===== src/rtl/lsu_mem_stage_pkg.sv =====
// Shared LSU types: funct3 encodings, MEMORY-stage FSM states, legality helpers.
// Pure declarations; no timing or backpressure of its own.
package lsu_mem_stage_pkg;

  localparam int DATA_WIDTH = 32;
  localparam int ADDR_WIDTH = 32;

  typedef enum logic [2:0] {
    LF_LB  = 3'b000,
    LF_LH  = 3'b001,
    LF_LW  = 3'b010,
    LF_LBU = 3'b100,
    LF_LHU = 3'b101
  } load_fun3_t;

  typedef enum logic [2:0] {
    SF_SB = 3'b000,
    SF_SH = 3'b001,
    SF_SW = 3'b010
  } store_fun3_t;

  typedef enum logic [1:0] {
    LSU_IDLE,
    LSU_REQ,
    LSU_WAIT_R,
    LSU_RESP
  } lsu_state_t;

  function automatic logic fun3_legal(input logic is_store, input logic [2:0] f);
    if (is_store) return (f < 3'b011);
    return (f == 3'b000) || (f == 3'b001) || (f == 3'b010) ||
           (f == 3'b100) || (f == 3'b101);
  endfunction

  // funct3[1:0] encodes access size for both loads and stores: 0=byte, 1=half, 2=word.
  function automatic logic misaligned(input logic [2:0] f, input logic [1:0] o);
    return ((f[1:0] == 2'b01) && o[0]) || ((f[1:0] == 2'b10) && (o != 2'b00));
  endfunction

endpackage


===== src/rtl/lsu_load_align.sv =====
// Load data alignment: picks the addressed lane of a raw word and sign/zero-extends it.
// Purely combinational, zero latency; no flow control.
module lsu_load_align
  import lsu_mem_stage_pkg::*;
(
  input  logic [2:0]            fun3,
  input  logic [1:0]            offset,
  input  logic [DATA_WIDTH-1:0] raw,
  output logic [DATA_WIDTH-1:0] data
);

  logic [7:0]  byte_lane;
  logic [15:0] half_lane;

  always_comb begin
    byte_lane = 8'h00;
    case (offset)
      2'b00:   byte_lane = raw[7:0];
      2'b01:   byte_lane = raw[15:8];
      2'b10:   byte_lane = raw[23:16];
      default: byte_lane = raw[31:24];
    endcase
    half_lane = offset[1] ? raw[31:16] : raw[15:0];

    data = '0;
    case (fun3)
      LF_LB:   data = {{24{byte_lane[7]}}, byte_lane};
      LF_LBU:  data = {24'h000000, byte_lane};
      LF_LH:   data = {{16{half_lane[15]}}, half_lane};
      LF_LHU:  data = {16'h0000, half_lane};
      LF_LW:   data = raw;
      default: data = '0;
    endcase
  end

endmodule


===== src/rtl/lsu_mem_stage.sv =====
// MEMORY-stage load/store unit; LSU_MISALIGN_TRAP_EN makes misaligned ops error instead of masking.
// Latency: store resp 2 cycles after accept, load 3 (plus gnt/rvalid stalls); errors resp 1 cycle after accept.
// Backpressure: req_ready only in IDLE; mem_req and its fields hold until mem_gnt.
module lsu_mem_stage
  import lsu_mem_stage_pkg::*;
(
  input  logic                  clk,
  input  logic                  rst,
  input  logic                  req_valid,
  output logic                  req_ready,
  input  logic                  req_is_store,
  input  logic [2:0]            req_fun3,
  input  logic [ADDR_WIDTH-1:0] req_addr,
  input  logic [DATA_WIDTH-1:0] req_wdata,
  output logic                  resp_valid,
  output logic [DATA_WIDTH-1:0] resp_rdata,
  output logic                  resp_err,
  output logic                  mem_req,
  output logic                  mem_we,
  output logic [ADDR_WIDTH-1:0] mem_addr,
  output logic [3:0]            mem_wstrb,
  output logic [DATA_WIDTH-1:0] mem_wdata,
  input  logic                  mem_gnt,
  input  logic                  mem_rvalid,
  input  logic [DATA_WIDTH-1:0] mem_rdata
);

  lsu_state_t            state;
  logic [2:0]            ld_fun3;
  logic [1:0]            ld_off;
  logic [1:0]            off;
  logic [1:0]            eff_off;
  logic                  bad;
  logic [3:0]            wstrb_n;
  logic [DATA_WIDTH-1:0] wdata_n;
  logic [DATA_WIDTH-1:0] ld_data;

  always_comb begin
    off = req_addr[1:0];
`ifdef LSU_MISALIGN_TRAP_EN
    bad = !fun3_legal(req_is_store, req_fun3) || misaligned(req_fun3, off);
`else
    bad = !fun3_legal(req_is_store, req_fun3);
`endif
    // Forcing natural alignment is a no-op for legal aligned ops and for the trap build.
    eff_off = off;
    case (req_fun3[1:0])
      2'b01:   eff_off = {off[1], 1'b0};
      2'b10:   eff_off = 2'b00;
      default: eff_off = off;
    endcase

    wstrb_n = 4'b0000;
    wdata_n = '0;
    if (req_is_store) begin
      case (req_fun3[1:0])
        2'b00: begin
          wstrb_n = 4'b0001 << eff_off;
          wdata_n = {4{req_wdata[7:0]}};
        end
        2'b01: begin
          wstrb_n = 4'b0011 << eff_off;
          wdata_n = {2{req_wdata[15:0]}};
        end
        default: begin
          wstrb_n = 4'b1111;
          wdata_n = req_wdata;
        end
      endcase
    end
  end

  lsu_load_align u_align (
    .fun3   (ld_fun3),
    .offset (ld_off),
    .raw    (mem_rdata),
    .data   (ld_data)
  );

  always_ff @(posedge clk) begin
    if (rst) begin
      state      <= LSU_IDLE;
      req_ready  <= 1'b1;
      resp_valid <= 1'b0;
      resp_rdata <= '0;
      resp_err   <= 1'b0;
      mem_req    <= 1'b0;
      mem_we     <= 1'b0;
      mem_addr   <= '0;
      mem_wstrb  <= 4'b0000;
      mem_wdata  <= '0;
      ld_fun3    <= 3'b000;
      ld_off     <= 2'b00;
    end else begin
      case (state)
        LSU_IDLE: begin
          if (req_valid) begin
            req_ready  <= 1'b0;
            mem_we     <= req_is_store;
            mem_addr   <= {req_addr[ADDR_WIDTH-1:2], 2'b00};
            mem_wstrb  <= wstrb_n;
            mem_wdata  <= wdata_n;
            ld_fun3    <= req_fun3;
            ld_off     <= eff_off;
            resp_rdata <= '0;
            resp_err   <= bad;
            if (bad) begin
              state      <= LSU_RESP;
              resp_valid <= 1'b1;
            end else begin
              state   <= LSU_REQ;
              mem_req <= 1'b1;
            end
          end
        end
        LSU_REQ: begin
          if (mem_gnt) begin
            mem_req <= 1'b0;
            if (mem_we) begin
              state      <= LSU_RESP;
              resp_valid <= 1'b1;
            end else begin
              state <= LSU_WAIT_R;
            end
          end
        end
        LSU_WAIT_R: begin
          if (mem_rvalid) begin
            resp_rdata <= ld_data;
            resp_valid <= 1'b1;
            state      <= LSU_RESP;
          end
        end
        default: begin
          resp_valid <= 1'b0;
          req_ready  <= 1'b1;
          state      <= LSU_IDLE;
        end
      endcase
    end
  end

endmodule


===== config.mk =====
export PLATFORM = sky130hd
export DESIGN_NAME = lsu_mem_stage
export DESIGN_NICKNAME = d
export VERILOG_FILES = /design/src/rtl/lsu_mem_stage_pkg.sv /design/src/rtl/lsu_load_align.sv /design/src/rtl/lsu_mem_stage.sv
export SDC_FILE = /design/constraint.sdc
export NUM_CORES = 1
export LEC_CHECK = 0
export CORE_ASPECT_RATIO = 0.6
export CORE_MARGIN = 3
export CORE_UTILIZATION = 38
export CTS_CLUSTER_DIAMETER = 80
export CTS_CLUSTER_SIZE = 40
export DETAILED_ROUTE_END_ITERATION = 8
export MAX_ROUTING_LAYER = met4
export PLACE_DENSITY = 0.76
export SYNTH_ARGS = -nofsm -noshare
export SYNTH_HDL_FRONTEND = slang
export SYNTH_SLANG_ARGS = --single-unit

===== constraint.sdc =====
create_clock -name clk -period 1.78 [get_ports clk]
set_input_delay 0.178 -clock clk [delete_from_list [all_inputs] [get_ports clk]]
set_output_delay 0.178 -clock clk [all_outputs]
set_load 0.03 [all_outputs]

# Word-level counts from Yosys, hierarchy flattened
# Index checks and enable logic that the tools add are counted.
[totals]
reg_bits = 110
output_inout_bits = 105
elab_cells = 87
[classes]
n_lt_le_gt_ge = 1
n_eq_ne = 20
n_shift = 2
n_mux = 32
n_bitwise = 1
reduce_logical = 19
[ops]
columns = ["operator", "n"]
rows = [
  ["32-bit one-hot mux with 5 select lines", 1],
  ["32-bit one-hot mux with 2 select lines", 2],
  ["32-bit two-way mux", 3],
  ["8-bit one-hot mux with 3 select lines", 1],
  ["16-bit two-way mux", 1],
  ["1-bit two-way mux", 13],
  ["3-bit == test, second input constant", 4],
  ["2-bit != test, second input constant", 6],
  ["2-bit two-way mux", 4],
  ["4-bit one-hot mux with 2 select lines", 1],
  ["2-bit by 1-bit == test with 1-bit output, second input constant", 3],
  ["2-bit == test, second input constant", 3],
  ["3-bit by 1-bit == test with 1-bit output, second input constant", 2],
  ["3-bit by 2-bit == test with 1-bit output, second input constant", 2],
  ["2-bit logical NOT", 3],
  ["3-bit logical NOT", 2],
  ["2-bit one-hot mux with 3 select lines", 1],
  ["3-bit AND reduction", 2],
  ["5-bit AND reduction", 1],
  ["1-bit logical OR", 4],
  ["4-bit two-way mux", 1],
  ["1-bit one-hot mux with 2 select lines", 2],
  ["2-bit one-hot mux with 2 select lines", 1],
  ["2-bit AND reduction", 2],
  ["9 further kinds", 10],
]

# Depth between registers and ports, before layout
[depth]
word_depth = 9
depth_mapped = 8
depth_no_buf = 6

# Hierarchy
# A second synthesis with hierarchy kept.
[hier_totals]
hier_cells = 635
hier_area_um2 = 5505.3
[by_module_without_submodules]
columns = ["module", "n_inst", "cells_per_inst", "area_each_um2", "seq_area_each_um2"]
rows = [
  ["lsu_mem_stage", 1, 501, 4434.3, 2202.1],
  ["lsu_load_align", 1, 134, 1071.0, 0.0],
]

# Worst setup path before layout
# Ideal clock, no wire load.
[synth_path]
path_kind = "register to register"
startpoint = "register state[0]"
endpoint = "register resp_rdata[7]"
setup_time_ns = 0.087
arrival_time_ns = 1.694
required_ns = 1.693
slack_ns = -0.001
path_stages_with_launch = 9
path_buffers = 2
synth_period_minus_slack_ns = 1.781
cell_sequence = "dfxtp_1 > inv_1 > ha_1 > buf_2 > or2_2 > a31oi_1 > buf_2 > a22oi_1 > o31ai_1"
[synth_between]
elab_chain_cells = 3
elab_cells_between_ends = 7
classes_between = "eq/ne: 3; mux: 1; reduce/logical: 3"
[synth_rtl]
columns = ["element", "line_no", "text"]
rows = [
  ["start: declaration", "lsu_mem_stage.sv:28", "lsu_state_t state;"],
  ["start signal: assignment", "lsu_mem_stage.sv:82", "state <= LSU_IDLE;"],
  ["start signal: assignment", "lsu_mem_stage.sv:108", "state <= LSU_RESP;"],
  ["start signal: assignment", "lsu_mem_stage.sv:111", "state <= LSU_REQ;"],
  ["2-bit == test / 2-bit logical NOT (equally long branches)", "lsu_mem_stage.sv:95", "case (state)"],
  ["2-bit != test (no source line) / 2-bit nonzero test (equally long branches)", "--", ""],
  ["3-bit AND reduction (no source line)", "--", ""],
  ["end signal: assignment", "lsu_mem_stage.sv:129", "resp_rdata <= ld_data;"],
  ["end: declaration", "lsu_mem_stage.sv:16", "output logic [DATA_WIDTH-1:0] resp_rdata,"],
]
# Several ways; a longest one is shown, not always the timed one.
# A chain may end at the register's enable or synchronous reset.

# Final worst setup path
[layout_path]
startpoint = "register ld_off[1]"
endpoint = "register resp_rdata[28]"
[layout_between]
elab_chain_cells = 5
elab_cells_between_ends = 8
classes_between = "eq/ne: 2; mux: 5; reduce/logical: 1"
[layout_rtl]
columns = ["element", "line_no", "text"]
rows = [
  ["start: declaration", "lsu_mem_stage.sv:30", "logic [1:0] ld_off;"],
  ["start signal: assignment", "lsu_mem_stage.sv:104", "ld_off <= eff_off;"],
  ["2-bit == test (tied with other cells)", "lsu_load_align.sv:17", "case (offset)"],
  ["8-bit one-hot mux with 3 select lines", "lsu_load_align.sv:17", ""],
  ["32-bit one-hot mux with 5 select lines *", "lsu_load_align.sv:26", "case (fun3)"],
  ["32-bit two-way mux *", "lsu_mem_stage.sv:128", "if (mem_rvalid) begin"],
  ["32-bit one-hot mux with 2 select lines *", "lsu_mem_stage.sv:95", ""],
]
# Mark *: on every way between the ends. The rest lies on a longest branch, timed or not. The select of a mux whose other input is x is not followed.

==> flow_summary.json <==
{
  "timing.final.crit_share_pct": 99.78,
  "drt-vias-per-instance": 5.454,
  "clock-root-buffer": "clkbuf_16",
  "finalNonFillerCells": 940,
  "synth_enable_flop_cells": 0,
  "clkTransAtPathRegs_ps": 90,
  "place_area_mm2": 0.007298,
  "fin_ws_ps": 3.917,
  "status": "completed",
  "clock_skew_ps": 11.74,
  "io_pins": 210,
  "grt_pass1_vias": 5010,
  "clkPwrFrac_pct": 23.9,
  "antenna_left": 0,
  "start_util_pct": 39.64,
  "dp_cells": 919,
  "fin_nets": 881,
  "yosys_warnings": 0,
  "report.power.total_mw": 8.536,
  "drtPass1Iterations": 5,
  "critPathTopFamily": "multiplexers",
  "wl_per_cell_um": 18.33,
  "drcViolationCount": 0,
  "startpoint_type": "flip-flop",
  "portBuffers": 207,
  "max_stage_delay_ps": 540,
  "grt_remaining_overflow": 0,
  "htreeDepth": 3,
  "cts_buffers": 9,
  "wl_met2_mm": 7.662,
  "die_x_um": 152.0,
  "fin_area_mm2": 0.007732,
  "crit_type": "flip-flop to flip-flop",
  "place_ws_ps": -286.8,
  "register_area_mm2": 0.002208,
  "crit_path_top_delay_cell": "mux4_2",
  "fp.dieH_um": 93.59,
  "end_kind": "flip-flop",
  "top_layer": "met4",
  "hold_viol_final": 0,
  "design.die.area_mm2": 0.01422,
  "yosysTopAreaCell": "dfxtp_1",
  "hold_class": "input pin to flip-flop",
  "grt_max_degree": 58,
  "crit_buf_inv": 1,
  "fmax_ghz": 0.5630,
  "drt_wl_total_mm": 17.23,
  "seqPwrFrac_pct": 35.3,
  "setup_viol": 0,
  "ir_worst_vdd_mv": 0.5517,
  "vias": 5127,
  "core_area_mm2": 0.01226,
  "area_delta_synth_final_pct": 59.16,
  "crit_cells": 5,
  "m1WireLength_mm": 7.896,
  "cp.required_ps": 2010,
  "clock_latency_ps": 350,
  "syn_inst": 552,
  "maxSlewHeadroom_pct": 63.67,
  "avgSynthCellArea_um2": 8.801,
  "grt_pass1_wl_mm": 26.54,
  "whs_path_depth": 3,
  "hold_slack_ps": 367.9,
  "synth_top_area_share_pct": 45.33,
  "drv_slew": 0,
  "critical_path.max_fanout": 14,
  "timing.setup.tns_ps": 0,
  "worst_r2r_path_depth": 5,
  "leakage_nw": 3.012,
  "path_cells": "mux4_2 > mux2i_4 > nor4_4 > buf_12 > a221o_1",
  "rows": 31,
  "drt_iter0_drc": 515,
  "clock_path_buffers": 2,
  "antenna_found_initial": 1,
  "p_switching_mw": 3.170,
  "hold_buffers": 0,
  "synth_area_mm2": 0.004858,
  "fill_cells": 1000,
  "arrival_ps": 2000,
  "synthFlopType": "dfxtp_1",
  "yosysSeqAreaShare_pct": 45.33,
  "maxCapViolCount": 0,
  "ys_seq_elements": 110,
  "final_layout_size_suffix_gt1_share_pct": 11.11,
  "gp_congestion": 0.9211,
  "multi_input_area_mm2": 0.002445,
  "swShare_pct": 37.13,
  "met3WireLength_mm": 1.378,
  "intPower_mw": 5.367,
  "combPwrFrac_pct": 40.8,
  "fin_crit_ps": 1776,
  "grtUsageTotal_pct": 23.59,
  "synthTopCellsByArea": "dfxtp_1 (45%), nand2_1 (6.6%), a21oi_1 (6.0%), a22oi_1 (5.3%), a221o_1 (4.9%)",
  "ys_types": 51,
  "clock-sinks": 110,
  "worst_pin_slew_ps": 544.9,
  "synthArstFlopShare_pct": 0,
  "hpwl_mm": 12.92,
  "final_util_pct": 63.09,
  "cts_tree": "yes",
  "power.density_mw_per_mm2": 1104
}
## Yosys cell counts (2+ instances only)
| master | count |
|---|---|
| clkbuf_1 | 26 |
| o21ai_0 | 20 |
| a211oi_1 | 2 |
| buf_6 | 2 |
| and2_1 | 9 |
| buf_2 | 10 |
| dfxtp_1 | 110 |
| nor2_1 | 38 |
| nand2b_1 | 10 |
| buf_4 | 3 |
| a21o_1 | 9 |
| a21oi_1 | 58 |
| buf_1 | 5 |
| and3_1 | 2 |
| a211o_1 | 8 |
| a221o_1 | 24 |
| nand2_1 | 85 |
| nand3_1 | 18 |
| mux2i_1 | 16 |
| a31oi_1 | 2 |
| mux2_2 | 9 |
| ha_1 | 7 |
| inv_1 | 11 |
| o22a_1 | 7 |
| a22oi_1 | 34 |
| o211a_1 | 2 |
## tightest hold or removal path, cell delays in order
cell and delay, ps:
clkdlybuf4s50_1 400, nand2_1 60, a21oi_1 50
## final timing paths
kind	end	startpoint	slack [ps]
setup reg to reg	resp_rdata[28]	ld_off[1]	4
hold reg to reg	mem_wdata[2]	mem_wdata[2]	450
setup / recovery	resp_rdata[28]	ld_off[1]	4
hold / removal	mem_addr[10]	req_addr[10]	370
## layout by cell type (no fill, tap or decap), types with 3 or more instances in the layout
cell type          n
a211o_1            8
a221o_1           24
mux2i_1           16
dfxtp_1          107
a21o_1             9
buf_12             6
inv_1             10
clkdlybuf4s50_1  206
ha_1               5
clkbuf_16         11
nand3_1           18
o22a_1             7
nand2_1           84
and2_1             9
a21oi_1           58
o21ai_0           19
inv_6              3
nand2b_1          10
nor2_1            38
buf_4             36
a22oi_1           34
mux2_2             9
## flip-flops by register name, summed over array words and instances (netlist names)
signal      count
resp_err        1
resp_valid      1
resp_rdata     32
state           2
mem_req         1
req_ready       1
mem_wdata      32
mem_we          1
mem_wstrb       4
ld_off          2
ld_fun3         3
mem_addr       30
## area by class of cell
cell class | count | share of cell area, %
repair buffers | 252 | 32.62
diodes | 1 | 0.03236
well taps | 165 | 2.670
clock buffers | 9 | 2.913
clock inverters | 7 | 1.052
inverters | 11 | 0.5340
multi-input cells | 385 | 31.62
flip-flops and latches | 110 | 28.56
## layer usage
metal,track usage (%),vias up
li1,-,2415
met1,32.36,2444
met2,35.01,242
met3,6.195,26
met4,5.535,0
met5,-,-
## power groups by stage
| stage | clock network [mW] | logic [mW] | registers (mW) |
|---|---|---|---|
| after CTS | 2.09 | 3.32 | 3.01 |
| after detailed placement | 0 | 3.30 | 3.06 |
| after floorplan | 0 | 1.28 | 3.61 |
| after global placement | 0 | 3.24 | 3.04 |
| final | 2.04 | 3.48 | 3.02 |
| after global routing | 2.21 | 3.72 | 3.06 |
## logic make-up after synthesis
| kind of cell | count (synthesis) | synth area share (%) |
|---|---|---|
| AOI/OAI and AO/OA | 178 | 25.44 |
| adders and majority gates | 7 | 1.803 |
| buffers and inverters | 58 | 5.305 |
| DFF | 110 | 45.33 |
| muxes | 27 | 6.309 |
| other | 1 | 0.07719 |
| and+or+nand+nor | 171 | 15.74 |
## what timing repair did
item / in CTS / in global routing
buffers inserted: 2 / 0
endpoints found under the setup margin: 16 / 32
resized for setup: 1 / 15
gates cloned: 0 / 2
pin swaps: 1 / 2
(Power assumes the default switching activity.)
